**src/rtl/cd_oven_param_loader.sv**
```systemverilog
// Parameter loader for the Cd oven servo. Host writes fill three shadow
// banks one field at a time. A commit copies a whole shadow bank to its
// live outputs in a single edge. The sequenced mode output is forced to 0
// for a fixed holdoff whenever the requested mode changes or the bank
// currently in use is rewritten.
module cd_oven_param_loader #(
  parameter int FILTER_IO_SIZE = 18,
  parameter int HOLDOFF_CYCLES = 1024,
  parameter int CNT_W          = 16
) (
  input  logic                             clk,
  input  logic                             rst_n,
  input  logic                             wr_valid,
  output logic                             wr_ready,
  input  logic [1:0]                       wr_bank,
  input  logic [3:0]                       wr_addr,
  input  logic [FILTER_IO_SIZE-1:0]        wr_data,
  input  logic                             commit,
  input  logic [1:0]                       commit_bank,
  output logic                             commit_done,
  input  logic [1:0]                       mode_req,
  output logic [1:0]                       mode,
  output logic                             err,
  input  logic                             err_clr,
  output logic                             PI_on_Cd_1,
  output logic                             is_neg_Cd_1,
  output logic signed [9:0]                NFI_Cd_1,
  output logic signed [9:0]                NI_Cd_1,
  output logic signed [9:0]                NFP_Cd_1,
  output logic signed [9:0]                NP_Cd_1,
  output logic signed [9:0]                ND_Cd_1,
  output logic signed [9:0]                NFD_Cd_1,
  output logic signed [9:0]                NGD_Cd_1,
  output logic signed [FILTER_IO_SIZE-1:0] sp_Cd_1,
  output logic signed [FILTER_IO_SIZE-1:0] offset_Cd_1,
  output logic signed [FILTER_IO_SIZE-1:0] SHDN_Cd_1,
  output logic                             PI_on_Cd_2,
  output logic                             is_neg_Cd_2,
  output logic signed [9:0]                NFI_Cd_2,
  output logic signed [9:0]                NI_Cd_2,
  output logic signed [9:0]                NFP_Cd_2,
  output logic signed [9:0]                NP_Cd_2,
  output logic signed [9:0]                ND_Cd_2,
  output logic signed [9:0]                NFD_Cd_2,
  output logic signed [9:0]                NGD_Cd_2,
  output logic signed [FILTER_IO_SIZE-1:0] sp_Cd_2,
  output logic signed [FILTER_IO_SIZE-1:0] offset_Cd_2,
  output logic signed [FILTER_IO_SIZE-1:0] SHDN_Cd_2,
  output logic                             PI_on_Cd_3,
  output logic                             is_neg_Cd_3,
  output logic signed [9:0]                NFI_Cd_3,
  output logic signed [9:0]                NI_Cd_3,
  output logic signed [9:0]                NFP_Cd_3,
  output logic signed [9:0]                NP_Cd_3,
  output logic signed [9:0]                ND_Cd_3,
  output logic signed [9:0]                NFD_Cd_3,
  output logic signed [9:0]                NGD_Cd_3,
  output logic signed [FILTER_IO_SIZE-1:0] sp_Cd_3,
  output logic signed [FILTER_IO_SIZE-1:0] offset_Cd_3,
  output logic signed [FILTER_IO_SIZE-1:0] SHDN_Cd_3
);

  localparam logic [CNT_W-1:0] HOLD_LOAD = CNT_W'(HOLDOFF_CYCLES - 1);

  // One complete parameter set for a single mode.
  typedef struct packed {
    logic                      pi_on;
    logic                      is_neg;
    logic [9:0]                nfi;
    logic [9:0]                ni;
    logic [9:0]                nfp;
    logic [9:0]                np;
    logic [9:0]                nd;
    logic [9:0]                nfd;
    logic [9:0]                ngd;
    logic [FILTER_IO_SIZE-1:0] sp;
    logic [FILTER_IO_SIZE-1:0] offset;
    logic [FILTER_IO_SIZE-1:0] shdn;
  } bank_t;

  typedef enum logic [1:0] {
    S_IDLE = 2'd0,
    S_COPY = 2'd1,
    S_HOLD = 2'd2
  } state_t;

  state_t           state_reg, state_next;
  logic [1:0]       mode_reg, mode_next;
  logic [1:0]       target_reg, target_next;
  logic [CNT_W-1:0] cnt_reg, cnt_next;
  logic [1:0]       bank_reg, bank_next;
  logic             live_commit_reg, live_commit_next;
  logic             done_reg, done_next;
  logic             err_reg;
  logic             copy_en;
  logic             copy_err;

  logic wr_fire;
  logic wr_legal;
  logic err_set;

  // Writes are only blocked during the single copy cycle, so the shadow
  // bank being copied cannot change under the copy.
  assign wr_ready = (state_reg != S_COPY);
  assign wr_fire  = wr_valid & wr_ready;
  assign wr_legal = (wr_bank != 2'd0) && (wr_addr <= 4'd10);
  assign err_set  = (wr_fire & ~wr_legal) | copy_err;

  // State register.
  always_ff @(posedge clk or negedge rst_n) begin
    if (!rst_n) state_reg <= S_IDLE;
    else        state_reg <= state_next;
  end

  // Next-state logic: commits are only serviced from IDLE.
  always_comb begin
    state_next = state_reg;
    case (state_reg)
      S_IDLE: begin
        if (commit)                                          state_next = S_COPY;
        else if (mode_req != target_reg && mode_req != 2'd0) state_next = S_HOLD;
      end
      S_COPY: state_next = live_commit_reg ? S_HOLD : S_IDLE;
      S_HOLD: begin
        if (mode_req != target_reg) state_next = (mode_req == 2'd0) ? S_IDLE : S_HOLD;
        else if (cnt_reg == '0)     state_next = S_IDLE;
      end
      default: state_next = S_IDLE;
    endcase
  end

  // Output/datapath control: next values for mode, target, counter and commit bookkeeping.
  always_comb begin
    mode_next        = mode_reg;
    target_next      = target_reg;
    cnt_next         = cnt_reg;
    bank_next        = bank_reg;
    live_commit_next = live_commit_reg;
    done_next        = 1'b0;
    copy_en          = 1'b0;
    copy_err         = 1'b0;
    case (state_reg)
      S_IDLE: begin
        if (commit) begin
          bank_next        = commit_bank;
          // Rewriting the bank in use: drop the servo off before the copy lands.
          live_commit_next = (commit_bank == mode_reg) && (mode_reg != 2'd0);
          if ((commit_bank == mode_reg) && (mode_reg != 2'd0)) mode_next = 2'd0;
        end else if (mode_req != target_reg) begin
          target_next = mode_req;
          mode_next   = 2'd0;
          if (mode_req != 2'd0) cnt_next = HOLD_LOAD;
        end
      end
      S_COPY: begin
        done_next = 1'b1;
        if (bank_reg != 2'd0) copy_en  = 1'b1;
        else                  copy_err = 1'b1;
        if (live_commit_reg) cnt_next = HOLD_LOAD;
      end
      S_HOLD: begin
        mode_next = 2'd0;
        if (mode_req != target_reg) begin
          // New request restarts the holdoff (or abandons it for mode 0).
          target_next = mode_req;
          cnt_next    = HOLD_LOAD;
        end else if (cnt_reg == '0) begin
          mode_next = target_reg;
        end else begin
          cnt_next = cnt_reg - CNT_W'(1);
        end
      end
      default: ;
    endcase
  end

  // Sequencer registers.
  always_ff @(posedge clk or negedge rst_n) begin
    if (!rst_n) begin
      mode_reg        <= 2'd0;
      target_reg      <= 2'd0;
      cnt_reg         <= '0;
      bank_reg        <= 2'd0;
      live_commit_reg <= 1'b0;
      done_reg        <= 1'b0;
    end else begin
      mode_reg        <= mode_next;
      target_reg      <= target_next;
      cnt_reg         <= cnt_next;
      bank_reg        <= bank_next;
      live_commit_reg <= live_commit_next;
      done_reg        <= done_next;
    end
  end

  // Sticky error flag; a new error wins over a simultaneous clear.
  always_ff @(posedge clk or negedge rst_n) begin
    if (!rst_n)        err_reg <= 1'b0;
    else if (err_set)  err_reg <= 1'b1;
    else if (err_clr)  err_reg <= 1'b0;
  end

  assign mode        = mode_reg;
  assign commit_done = done_reg;
  assign err         = err_reg;

  generate
    for (genvar gi = 1; gi <= 3; gi++) begin : bank_g
      bank_t shadow_reg;
      bank_t live_reg;

      // Shadow bank: single-field host writes.
      always_ff @(posedge clk or negedge rst_n) begin
        if (!rst_n) begin
          shadow_reg <= '0;
        end else if (wr_fire && wr_legal && wr_bank == 2'(gi)) begin
          case (wr_addr)
            4'd0:    shadow_reg.sp     <= wr_data;
            4'd1:    shadow_reg.offset <= wr_data;
            4'd2:    shadow_reg.shdn   <= wr_data;
            4'd3:    shadow_reg.nfi    <= wr_data[9:0];
            4'd4:    shadow_reg.ni     <= wr_data[9:0];
            4'd5:    shadow_reg.nfp    <= wr_data[9:0];
            4'd6:    shadow_reg.np     <= wr_data[9:0];
            4'd7:    shadow_reg.nd     <= wr_data[9:0];
            4'd8:    shadow_reg.nfd    <= wr_data[9:0];
            4'd9:    shadow_reg.ngd    <= wr_data[9:0];
            4'd10: begin
              shadow_reg.pi_on  <= wr_data[0];
              shadow_reg.is_neg <= wr_data[1];
            end
            default: ;
          endcase
        end
      end

      // Live bank: whole-bank atomic copy from the shadow.
      always_ff @(posedge clk or negedge rst_n) begin
        if (!rst_n)                             live_reg <= '0;
        else if (copy_en && bank_reg == 2'(gi)) live_reg <= shadow_reg;
      end
    end
  endgenerate

  assign PI_on_Cd_1  = bank_g[1].live_reg.pi_on;
  assign is_neg_Cd_1 = bank_g[1].live_reg.is_neg;
  assign NFI_Cd_1    = bank_g[1].live_reg.nfi;
  assign NI_Cd_1     = bank_g[1].live_reg.ni;
  assign NFP_Cd_1    = bank_g[1].live_reg.nfp;
  assign NP_Cd_1     = bank_g[1].live_reg.np;
  assign ND_Cd_1     = bank_g[1].live_reg.nd;
  assign NFD_Cd_1    = bank_g[1].live_reg.nfd;
  assign NGD_Cd_1    = bank_g[1].live_reg.ngd;
  assign sp_Cd_1     = bank_g[1].live_reg.sp;
  assign offset_Cd_1 = bank_g[1].live_reg.offset;
  assign SHDN_Cd_1   = bank_g[1].live_reg.shdn;

  assign PI_on_Cd_2  = bank_g[2].live_reg.pi_on;
  assign is_neg_Cd_2 = bank_g[2].live_reg.is_neg;
  assign NFI_Cd_2    = bank_g[2].live_reg.nfi;
  assign NI_Cd_2     = bank_g[2].live_reg.ni;
  assign NFP_Cd_2    = bank_g[2].live_reg.nfp;
  assign NP_Cd_2     = bank_g[2].live_reg.np;
  assign ND_Cd_2     = bank_g[2].live_reg.nd;
  assign NFD_Cd_2    = bank_g[2].live_reg.nfd;
  assign NGD_Cd_2    = bank_g[2].live_reg.ngd;
  assign sp_Cd_2     = bank_g[2].live_reg.sp;
  assign offset_Cd_2 = bank_g[2].live_reg.offset;
  assign SHDN_Cd_2   = bank_g[2].live_reg.shdn;

  assign PI_on_Cd_3  = bank_g[3].live_reg.pi_on;
  assign is_neg_Cd_3 = bank_g[3].live_reg.is_neg;
  assign NFI_Cd_3    = bank_g[3].live_reg.nfi;
  assign NI_Cd_3     = bank_g[3].live_reg.ni;
  assign NFP_Cd_3    = bank_g[3].live_reg.nfp;
  assign NP_Cd_3     = bank_g[3].live_reg.np;
  assign ND_Cd_3     = bank_g[3].live_reg.nd;
  assign NFD_Cd_3    = bank_g[3].live_reg.nfd;
  assign NGD_Cd_3    = bank_g[3].live_reg.ngd;
  assign sp_Cd_3     = bank_g[3].live_reg.sp;
  assign offset_Cd_3 = bank_g[3].live_reg.offset;
  assign SHDN_Cd_3   = bank_g[3].live_reg.shdn;

endmodule

```
**config.mk**
```make
export PLATFORM = sky130hd
export DESIGN_NAME = cd_oven_param_loader
export DESIGN_NICKNAME = d
export VERILOG_FILES = /design/src/rtl/cd_oven_param_loader.sv
export SDC_FILE = /design/constraint.sdc
export NUM_CORES = 1
export LEC_CHECK = 0
export CORE_MARGIN = 2
export CORE_UTILIZATION = 50
export CTS_CLUSTER_SIZE = 14
export DETAILED_ROUTE_END_ITERATION = 8
export GPL_TIMING_DRIVEN = 0
export PLACE_DENSITY = 0.83
export SYNTH_ARGS = -nofsm -noshare
export SYNTH_HDL_FRONTEND = slang
export SYNTH_SLANG_ARGS = --single-unit
```
**constraint.sdc**
```tcl
create_clock -name clk -period 3.66 [get_ports clk]
set_clock_uncertainty 0.05 [all_clocks]
set_input_delay 0.366 -clock clk [delete_from_list [all_inputs] [get_ports clk]]
set_output_delay 0.366 -clock clk [all_outputs]
set_load 0.005 [all_outputs]
```
==> impl_results.md <==
* Cell count after synthesis at roughly 1.8k
* Post-synth EDFFs at 0
* Detailed Routing Iterations Pass 1 at 5
* Area grow syn2layout at 26.36%
* Maximum VDD drop at between 400 and 500 uV
* Dpl cell area at between 0.03 and 0.04 sq mm
* Root Buffer Master: clkbuf_16
* Routed vias at 17.36k
* P_int at 18.95 mW
* # DRC at 0
* Tot Pwr at around 26 mW
* CTS max path bufs at 3
* Max Fclk at about 0.33 GHz
* Crit path DAT at 3490 ps
* Synth top area share at 65.95%
* Sequential fraction of design power at between 40% and 50%
* Sw Share at around a quarter
* DR vias/cell at between 5 and 6
* Filler cells at about 4k
* Post-CTS sizing at 0
* Worst-Skew Late Latency at just over 600 ps
* CP Class: flop to flop
* Clk sinks at ~800
* Max-slew headroom at a little over a quarter
* Mapped cell area at around 0.03 sq mm
* Final net count at 2360
* Final Critical Period at about 3000 ps
* CP peak stage delay at between 600 and 700 ps
* Max cap viols at 0
* Hold Path Class: primary input to async pin
* Die X at 247.8 um
* Slowest CP cell: clkbuf_1
* Avg Synthesized Cell Area at between 15 and 20 sq um
* Yosys cell types at 54
* Required @ worst endpoint at around 4100 ps
* DP HPWL at ~53000 um
* Area of the multi-input gates at just under 0.01 sq mm
* Largest net degree at the start of global routing at between 100 and 150
* Crit path cell chain: nand2b_1, buf_2, nor3b_1, clkbuf_1, buf_2, buf_2, mux2_2
* Tcrit/Tclk final at approximately 83%
* Final Max Tran Viols at 0
* Largest family of logic cells by synthesized area: multiplexers
* Warnings from Yosys at 0
* H-tree levels at 3
* Critical Path Fanout Max at 10
* Core area at about 0.06 sq mm
* Initial antenna violation count at 6
* Vias in the first global route at ~19k
* WL per Instance at around 25 um
* R2R setup slack at roughly 610 ps
* Layout cells sized above 1 at roughly two fifths
* Total negative setup slack at 0 ps
* Syn Nets at approximately 1.9k
* IO buf count at 407
* Post-synthesis adder-cell area fraction at less than 1%
* Status: complete, no violations
* Reg clk slew, reported paths at ~60 ps
* Initial drt markers at between 900 and 1k
* CTS tree: built
* Clock share of power at 31.0%
* Register area at roughly 0.020 sq mm
* Cell area after layout at ~0.038 sq mm
* Power Density at roughly 690 mW/mm^2
* XOR/XNOR share of the synthesized area at 0.08844%
* Hold Fails Final Rpt at 0
* Top cells by area, synth: dfrtp_1 66%, mux2_2 29%, clkbuf_1 0.75%, nor2_2 0.55%, buf_2 0.44%
* # IOs at ~420
* Seq/Total Area, Yosys at 65.95%
* Leading area contributor after synthesis: dfrtp_1
* Final ANT Viol Nets at 0
* Final WL at 77460 um
* Crit-path most repeated cell: buf_2
* Grt total ovfl at 0
* Static leakage at between 15 and 20 nW
* Simple-Gate Fraction of Synth Area at 2.573%
* Ys flop type: dfrtp_1
* Starting Density at between 50% and 60%
* Mux contribution to synthesized area at approximately 29%
* Final Util at 63.73%
* Sw Pwr at about 7 mW
* Worst Max-Slew Pin Slew at roughly 1100 ps
* RSZ-0062 raised after global routing: false
* Number of flip-flops in the largest register at 378
* Synth async-reset ratio at 100.0%
* Crit. End Element: flop
* Die height at around 250 um
* Crit path launch type: flop
* Number of register bits inferred by synthesis at just under 800
* # setup viols final at 0
* FP Rows at just under 90
* Combinational share of power at roughly a quarter
* Global-route usage over all layers at between 20% and 30%
* CTS buffer count at 80
* First-pass GRT wire length at 117000 um
* Global placement routability congestion at 0.8584
* Die Area at between 0.06 and 0.07 sq mm
* Compound-cell area share of the yosys netlist at slightly above 1%
layout by cell type (no fill, tap or decap), types with 3 or more instances in the layout:
| master | instances |
|---|---|
| nor2_1 | 25 |
| nor3b_1 | 3 |
| nor2_2 | 26 |
| inv_1 | 11 |
| buf_2 | 26 |
| nor3_1 | 6 |
| xnor2_1 | 3 |
| nand3_1 | 18 |
| clkdlybuf4s50_1 | 406 |
| or3_1 | 5 |
| nand2b_1 | 5 |
| or4_1 | 3 |
| nor2b_1 | 4 |
| clkbuf_1 | 79 |
| mux2_2 | 761 |
| a21oi_1 | 14 |
| o21ai_0 | 6 |
| nand2_1 | 20 |
| inv_6 | 5 |
| o21a_1 | 3 |
| diode_2 | 4 |
| buf_16 | 6 |
| nor4_1 | 3 |
| o31ai_1 | 3 |
| clkbuf_8 | 19 |
| clkbuf_16 | 82 |
| dfrtp_1 | 783 |
| clkinvlp_4 | 4 |
| clkinv_2 | 6 |
critical path: cells and delay by family, from the launching register on:
family        cells  cell delay, ps
buf+inv           4            1720
flops             1             410
mux               1             380
simple gates      2             350
path summary, 6_finish.rpt:
check	end	from	depth (start not counted)
max	NFP_Cd_1[0]$_DFFE_PN0P_	state_reg[1]$_DFFE_PN0P_	7
min	bank_g[3].shadow_reg[74]$_DFFE_PN0P_	rst_n	2
max reg2reg	NFP_Cd_1[0]$_DFFE_PN0P_	state_reg[1]$_DFFE_PN0P_	7
min reg2reg	offset_Cd_2[13]$_DFFE_PN0P_	bank_g[2].shadow_reg[31]$_DFFE_PN0P_	1
max in group asynchronous	bank_g[2].shadow_reg[69]$_DFFE_PN0P_	rst_n	6
min in group clk	err$_DFFE_PN0P_	err_clr	2
per-stage QoR:
step | std cells | hold slack, ps | setup WS, ps
global placement | 3008 | 431.7 | -30310
floorplan | 1828 | 20.41 | 1294
detailed placement | 3014 | 300.9 | 298.8
finish | 3161 | 232.8 | 614.6
global route | 3158 | 278.8 | 311.7
CTS | 3156 | 230.2 | 258.6
cell families (layout without fill, tap and decap cells):
family                   count (synthesis)  in the layout
AO/OA/AOI/OAI                           43             43
XOR/XNOR                                 3              3
adder cells (fa/ha/maj)                  2              2
buffers and inverters                   98            654
flip-flops                             783            783
multiplexers                           763            763
other                                    0              4
AND/OR/NAND/NOR                        136            136
what timing repair did:
item,4_1_cts,5_1_grt
hold endpoints to repair,69,0
buffers inserted,0,0
hold buffers,1,0
synthesized netlist by cell type, types with 3 or more instances:
cell / count
dfrtp_1: 783
mux2_2: 761
clkbuf_1: 59
buf_2: 26
nor2_2: 26
nor2_1: 25
nand2_1: 20
nand3_1: 18
a21oi_1: 14
inv_1: 11
nor3_1: 6
o21ai_0: 6
nand2b_1: 5
or3_1: 5
nor2b_1: 4
nor3b_1: 3
nor4_1: 3
o21a_1: 3
o31ai_1: 3
or4_1: 3
xnor2_1: 3
final cells by class:
type	count	share of cell area (%)
Timing Repair Buffer	415	11.36
Inverter	11	0.1100
Sequential cell	783	52.19
Antenna cell	4	0.02666
Tap cell	773	2.576
Clock buffer	121	6.363
Buffer	87	0.9866
Multi-Input combinational cell	947	25.85
Clock inverter	20	0.5299
routing by layer:
metal  vias to the layer above  track usage (%)  part of all wire (%)  routed length [um]
met3                       121            6.769                   6.6                5094
met2                       513            42.21                    49               37980
li1                       7488                -                     -                   -
met4                         0            9.229                   3.0                2347
met5                         -                0                     0                   0
met1                      9238            33.01                    41               32040
power by group through the flow:
| stage | registers, mW | logic, mW | clock network (mW) |
|---|---|---|---|
| finish | 11.6 | 6.18 | 7.99 |
| global route | 11.8 | 6.61 | 8.52 |
| CTS | 11.6 | 6.26 | 8.13 |
| detailed placement | 11.7 | 6.20 | 0 |
| global placement | 11.7 | 6.01 | 0 |
| floorplan | 11.5 | 2.29 | 0 |
No activity file was read; power rests on OpenSTA's default activity.
